`config.mk`:
```
export PLATFORM = sky130hd
export DESIGN_NAME = tlb_walk_ctrl
export DESIGN_NICKNAME = d
export VERILOG_FILES = /design/src/rtl/tlb_walk_ctrl.sv
export SDC_FILE = /design/constraint.sdc
export NUM_CORES = 1
export LEC_CHECK = 0
export ABC_AREA = 0
export BUFFER_PORTS_ARGS = -buffer_cell sky130_fd_sc_hd__buf_2
export CORE_MARGIN = 3
export CORE_UTILIZATION = 48
export CTS_BUF_LIST = sky130_fd_sc_hd__clkbuf_2
export CTS_CLUSTER_DIAMETER = 120
export CTS_CLUSTER_SIZE = 16
export DETAILED_ROUTE_END_ITERATION = 8
export GPL_ROUTABILITY_DRIVEN = 1
export PLACE_DENSITY = 0.89
export SKIP_CTS_REPAIR_TIMING = 1
export SYNTH_ARGS = -nofsm -noshare
export SYNTH_HDL_FRONTEND = slang
export SYNTH_SLANG_ARGS = --single-unit
export TNS_END_PERCENT = 30
```
`constraint.sdc`:
```
create_clock -name clk -period 1.75 [get_ports clk]
set_clock_uncertainty 0.05 [all_clocks]
set_input_delay 0.2625 -clock clk [delete_from_list [all_inputs] [get_ports clk]]
set_output_delay 0.2625 -clock clk [all_outputs]
set_load 0.02 [all_outputs]
```
`src/rtl/tlb_walk_ctrl.sv`:
```
`default_nettype none
// ============================================================================
// Module      : tlb_walk_ctrl
// Description : Page-table walker / TLB refill sequencer for ARM short-format
//               descriptors. Fetches L1 (and L2 for coarse tables) over a
//               single-beat read port, then writes a TLB entry or faults.
// Revision    : 1.0 - initial release
// ============================================================================
module tlb_walk_ctrl #(
  parameter int TBITS         = 20,
  parameter int TLB_WORD_SIZE = TBITS + 9
) (
  input  logic                     clk,
  input  logic                     reset,
  input  logic                     i_enable,
  input  logic                     i_miss,
  input  logic [31:0]              i_virt_adr,
  input  logic [17:0]              i_ttb,
  input  logic                     i_flush,
  output logic                     o_mem_req,
  output logic [31:0]              o_mem_adr,
  input  logic                     i_mem_ack,
  input  logic [31:0]              i_mem_rdata,
  output logic                     o_tlb_we,
  output logic [TBITS-1:0]         o_virt_tag,
  output logic [TLB_WORD_SIZE-1:0] o_table_entry,
  output logic                     o_busy,
  output logic                     o_fault,
  output logic [3:0]               o_fault_status,
  output logic [31:0]              o_fault_adr
);

  localparam logic [2:0] S_IDLE   = 3'd0;
  localparam logic [2:0] S_L1_REQ = 3'd1;
  localparam logic [2:0] S_L2_REQ = 3'd2;
  localparam logic [2:0] S_FILL   = 3'd3;
  localparam logic [2:0] S_FAULT  = 3'd4;
  localparam logic [2:0] S_DRAIN  = 3'd5;

  localparam logic [3:0] C_FSR_L1 = 4'b0101;
  localparam logic [3:0] C_FSR_L2 = 4'b0111;

  logic [2:0]               r_state;
  logic [31:0]              r_va;
  logic [3:0]               r_domain;
  logic [31:0]              r_mem_adr;
  logic [TBITS-1:0]         r_virt_tag;
  logic [TLB_WORD_SIZE-1:0] r_entry;
  logic [3:0]               r_fsr;
  logic [31:0]              r_fault_adr;

  logic [31:0]      w_d;
  logic [31:0]      w_l1_adr;
  logic [31:0]      w_l2_adr;
  logic [TBITS-1:0] w_sec_tag;
  logic [TBITS-1:0] w_page_tag;
  logic             w_start;
  logic             w_unused_ok;

  assign w_d         = i_mem_rdata;
  assign w_l1_adr    = {i_ttb, i_virt_adr[31:20], 2'b00};
  assign w_l2_adr    = {w_d[31:10], r_va[19:12], 2'b00};
  assign w_sec_tag   = {w_d[31:20], r_va[19:12]};
  // Descriptor type 01 is a 64 KB large page, 10 a 4 KB small page.
  assign w_page_tag  = w_d[0] ? {w_d[31:16], r_va[15:12]} : w_d[31:12];
  assign w_start     = i_enable & i_miss & ~i_flush;
  assign w_unused_ok = w_d[9];

  // Walk sequencer: state plus every captured descriptor field.
  always_ff @(posedge clk or negedge reset) begin
    if (!reset) begin
      r_state     <= S_IDLE;
      r_va        <= '0;
      r_domain    <= '0;
      r_mem_adr   <= '0;
      r_virt_tag  <= '0;
      r_entry     <= '0;
      r_fsr       <= '0;
      r_fault_adr <= '0;
    end else begin
      case (r_state)
        S_IDLE: begin
          if (w_start) begin
            r_va      <= i_virt_adr;
            r_mem_adr <= w_l1_adr;
            r_fsr     <= '0;
            r_state   <= S_L1_REQ;
          end
        end
        S_L1_REQ: begin
          if (i_mem_ack) begin
            if (i_flush) begin
              r_state <= S_IDLE;
            end else begin
              case (w_d[1:0])
                2'b01: begin
                  r_domain  <= w_d[8:5];
                  r_mem_adr <= w_l2_adr;
                  r_state   <= S_L2_REQ;
                end
                2'b10: begin
                  r_entry    <= {w_sec_tag, w_d[3], w_d[2], w_d[11:10], w_d[8:5], 1'b1};
                  r_virt_tag <= r_va[31:12];
                  r_state    <= S_FILL;
                end
                default: begin
                  r_fsr       <= C_FSR_L1;
                  r_fault_adr <= r_va;
                  r_state     <= S_FAULT;
                end
              endcase
            end
          end else if (i_flush) begin
            r_state <= S_DRAIN;
          end
        end
        S_L2_REQ: begin
          if (i_mem_ack) begin
            if (i_flush) begin
              r_state <= S_IDLE;
            end else if (w_d[1:0] == 2'b01 || w_d[1:0] == 2'b10) begin
              r_entry    <= {w_page_tag, w_d[3], w_d[2], w_d[5:4], r_domain, 1'b1};
              r_virt_tag <= r_va[31:12];
              r_state    <= S_FILL;
            end else begin
              r_fsr       <= C_FSR_L2;
              r_fault_adr <= r_va;
              r_state     <= S_FAULT;
            end
          end else if (i_flush) begin
            r_state <= S_DRAIN;
          end
        end
        // An issued read cannot be withdrawn; wait for its ack and drop it.
        S_DRAIN: begin
          if (i_mem_ack) begin
            r_state <= S_IDLE;
          end
        end
        default: begin
          r_state <= S_IDLE;
        end
      endcase
    end
  end

  assign o_mem_req      = (r_state == S_L1_REQ) || (r_state == S_L2_REQ) || (r_state == S_DRAIN);
  assign o_mem_adr      = r_mem_adr;
  assign o_tlb_we       = (r_state == S_FILL);
  assign o_fault        = (r_state == S_FAULT);
  assign o_busy         = (r_state != S_IDLE);
  assign o_virt_tag     = r_virt_tag;
  assign o_table_entry  = r_entry;
  assign o_fault_status = r_fsr;
  assign o_fault_adr    = r_fault_adr;

endmodule
`default_nettype wire

```
==> results.cfg <==
[placed_design]
place_hpwl_um = 11600
globalplace.congestion = 0.804
post_dp_cell_area_sq_um = 7870
dp_cells = 848
portBuffers = 204

[final_layout]
drive_above_1_share_pct = 53.3
final_cells = 987
syn_to_final_growth_pct = 46.6
final_nets = 892
postLayoutCellArea_sq_um = 9520
diodes = 0

[logic_synthesis]
synth_top_area_share_pct = 58.5
synthArstFlopShare_pct = 100
synth-edff-count = 0
syn_area_sq_um = 6500
ys_warn_count = 0
synth_seq_area_share_pct = 58.5
syn_avg_cell_area_sq_um = 13.9
yosys-top-cells-area = dfrtp_1 (59%), mux2_2 (16%), mux2i_1 (6.8%)
synth_most_common_cell = dfrtp_1
synth_seq_cells = 152
synthTopCellsByCount = dfrtp_1 (152), mux2_2 (94), mux2i_1 (44)
netlist-cell-type-count = 35
yosysTopAreaCell = dfrtp_1
syn-instance-count = 469
synth_flop_cell = dfrtp_1

[clock_tree]
htree_levels = 4
cts_tree = built
cts_sinks = 152
insertion_delay_ns = 0.73
clkTransAtPathRegs_ns = 0.23
cts-root-buf = clkbuf_2
ctsLongestPathBuffers = 2
cts_made_buffers = 17

[worst_setup_path]
startpoint_type = flop
crit_fanout = 6
crit_arrival_ns = 1.91
r2r_end = r_domain[0]$_DFFE_PN0P_
worst_setup_path_end_kind = output pin
reg2reg_from = r_state[0]$_DFFE_PN0P_
reg2regPathDepth = 4
cp.required_ns = 1.44
ff2ff_setup_slack_ns = -0.20
worstSetupPathType = flop to output pin

[sta]
tightestPinTransition_ns = 0.598
fin_crit_sh_pct = 127
slew_viol_final = 0
finalHoldViolCount = 0
setup_ws_ns = -0.475
setup_violations = 121
rsz0062_at_grt = yes
fmax_mhz = 449
max-slew-margin-rel_pct = 59.1
fin_crit_ns = 2.23

[global_route]
grt_pass1_vias = 4779
antenna_found_initial = 0
grt_use_total_pct = 21.4
grt_pass1_wl_um = 24400
gr-total-overflow = 0
grt_max_degree = 45

[floorplan]
num_rows = 41
start_util_pct = 50.3
die_h_um = 122
dieArea_sq_um = 15000
pin_count = 209
die_x_um = 122
coreArea_sq_um = 12900

[min_path]
holdCritPathClass = input port to flop
hold_depth = 5
hold_path_end = r_state[0]$_DFFE_PN0P_
hp-start = i_miss

[run_status]
violations = setup timing
status = finished with violations

[route]
vias = 5258
ant_nets = 0
dr.pass1.iters = 4
wl_um = 20200
drtIter0Drc = 199
drc = 0
wl_per_cell_um = 20.5
viasPerCell = 5.33

[power_and_ir_drop]
vdd_drop_max_v = 0.00137
powerDensity_nw_per_um2 = 1690
power.leakage_nw = 4.59

[flow_run]
maxCapViolations = 0
[stage by stage]
stage / setup WS [ns] / power (W) / hold WS, ns / util (%) / setup TNS [ns]
3_3_place_gp: -0.147 / 0.0125 / 0.124 / 60.9 / -8.42
3_5_place_dp: -0.185 / 0.0128 / 0.129 / 60.9 / -11.18
2_1_floorplan: 0.0440 / 0.0104 / -0.0831 / - / 0
4_1_cts: -0.722 / 0.0149 / -0.738 / 62.9 / -10.75
5_1_grt: -0.586 / 0.0169 / 0.134 / 73.7 / -15.34
6_report: -0.475 / 0.0161 / 0.152 / 73.7 / -10.50
[flip-flops by register name, summed over array words and instances, names as in the netlist]
name / cells
r_domain: 4
r_state: 3
o_mem_adr: 30
o_virt_tag: 20
o_fault_adr: 32
o_table_entry: 29
o_fault_status: 2
r_va: 32
[kinds of logic after synthesis]
kind of cell	synth area share, %
simple gates	5.89
compound gates	6.78
buf+inv	3.89
mux	24.5
other cells	0.0577
flops	58.5
fa+ha+maj	0.385
[layout by cell type (no fill, tap or decap), types with 3 or more instances in the layout]
master           n
buf_2          175
dfrtp_1        150
mux2_2          94
dlygate4sd3_1   85
mux2i_1         44
buf_6           35
nor2_1          34
buf_4           32
a21oi_2         30
clkbuf_2        18
nand2_1         15
o21ai_0         13
buf_12          11
mux2_4           6
o21ai_1          5
clkbuf_16        5
a21oi_1          4
and3b_1          3
nor3b_2          3
nand3b_1         3
conb_1           3
bufinv_16        3
inv_6            3
clkinvlp_4       3
[per-layer routing]
layer | GRT usage, % | share of wire, %
met5 | 0 | 0
met4 | 8.61 | 2.7
met3 | 7.74 | 6.0
met2 | 36.4 | 53
met1 | 24.7 | 38
[power by group]
part	total, W	switching (W)	internal (W)
registers	0.00632	0.00116	0.00516
logic	0.00763	0.00411	0.00352
clock network	0.00211	0.00131	0.000799
[cell type report]
type / instances / area, sq um
Inverter: 3 / 11.3
Sequential cell: 152 / 3810
Fill cell: 786 / 3400
Multi-Input combinational cell: 283 / 2500
Clock inverter: 15 / 174
Timing Repair Buffer: 345 / 2730
Clock buffer: 17 / 85.1
Tap cell: 172 / 215
[worst max-delay path by stage]
stage | to | depth (start not counted) | slack [ns] | startpoint
detailed placement | o_fault_adr[0]$_DFFE_PN0P_ | 7 | -0.18 | i_mem_rdata[0]
global placement | o_fault_adr[18]$_DFFE_PN0P_ | 7 | -0.15 | i_mem_rdata[0]
global route | o_mem_req | 4 | -0.59 | r_state[1]$_DFFE_PN0P_
finish | o_mem_req | 4 | -0.48 | r_state[0]$_DFFE_PN0P_
floorplan | o_table_entry[18]$_DFFE_PN0P_ | 6 | 0.04 | i_mem_rdata[0]
CTS | o_mem_req | 4 | -0.72 | r_state[0]$_DFFE_PN0P_
[critical path, cell delays in order (launching register included)]
cell	delay, ns
dfrtp_2	0.51
and2b_1	0.19
buf_6	0.11
or2_4	0.23
buf_6	0.13
Note: power is estimated with default switching activity, not from simulation.
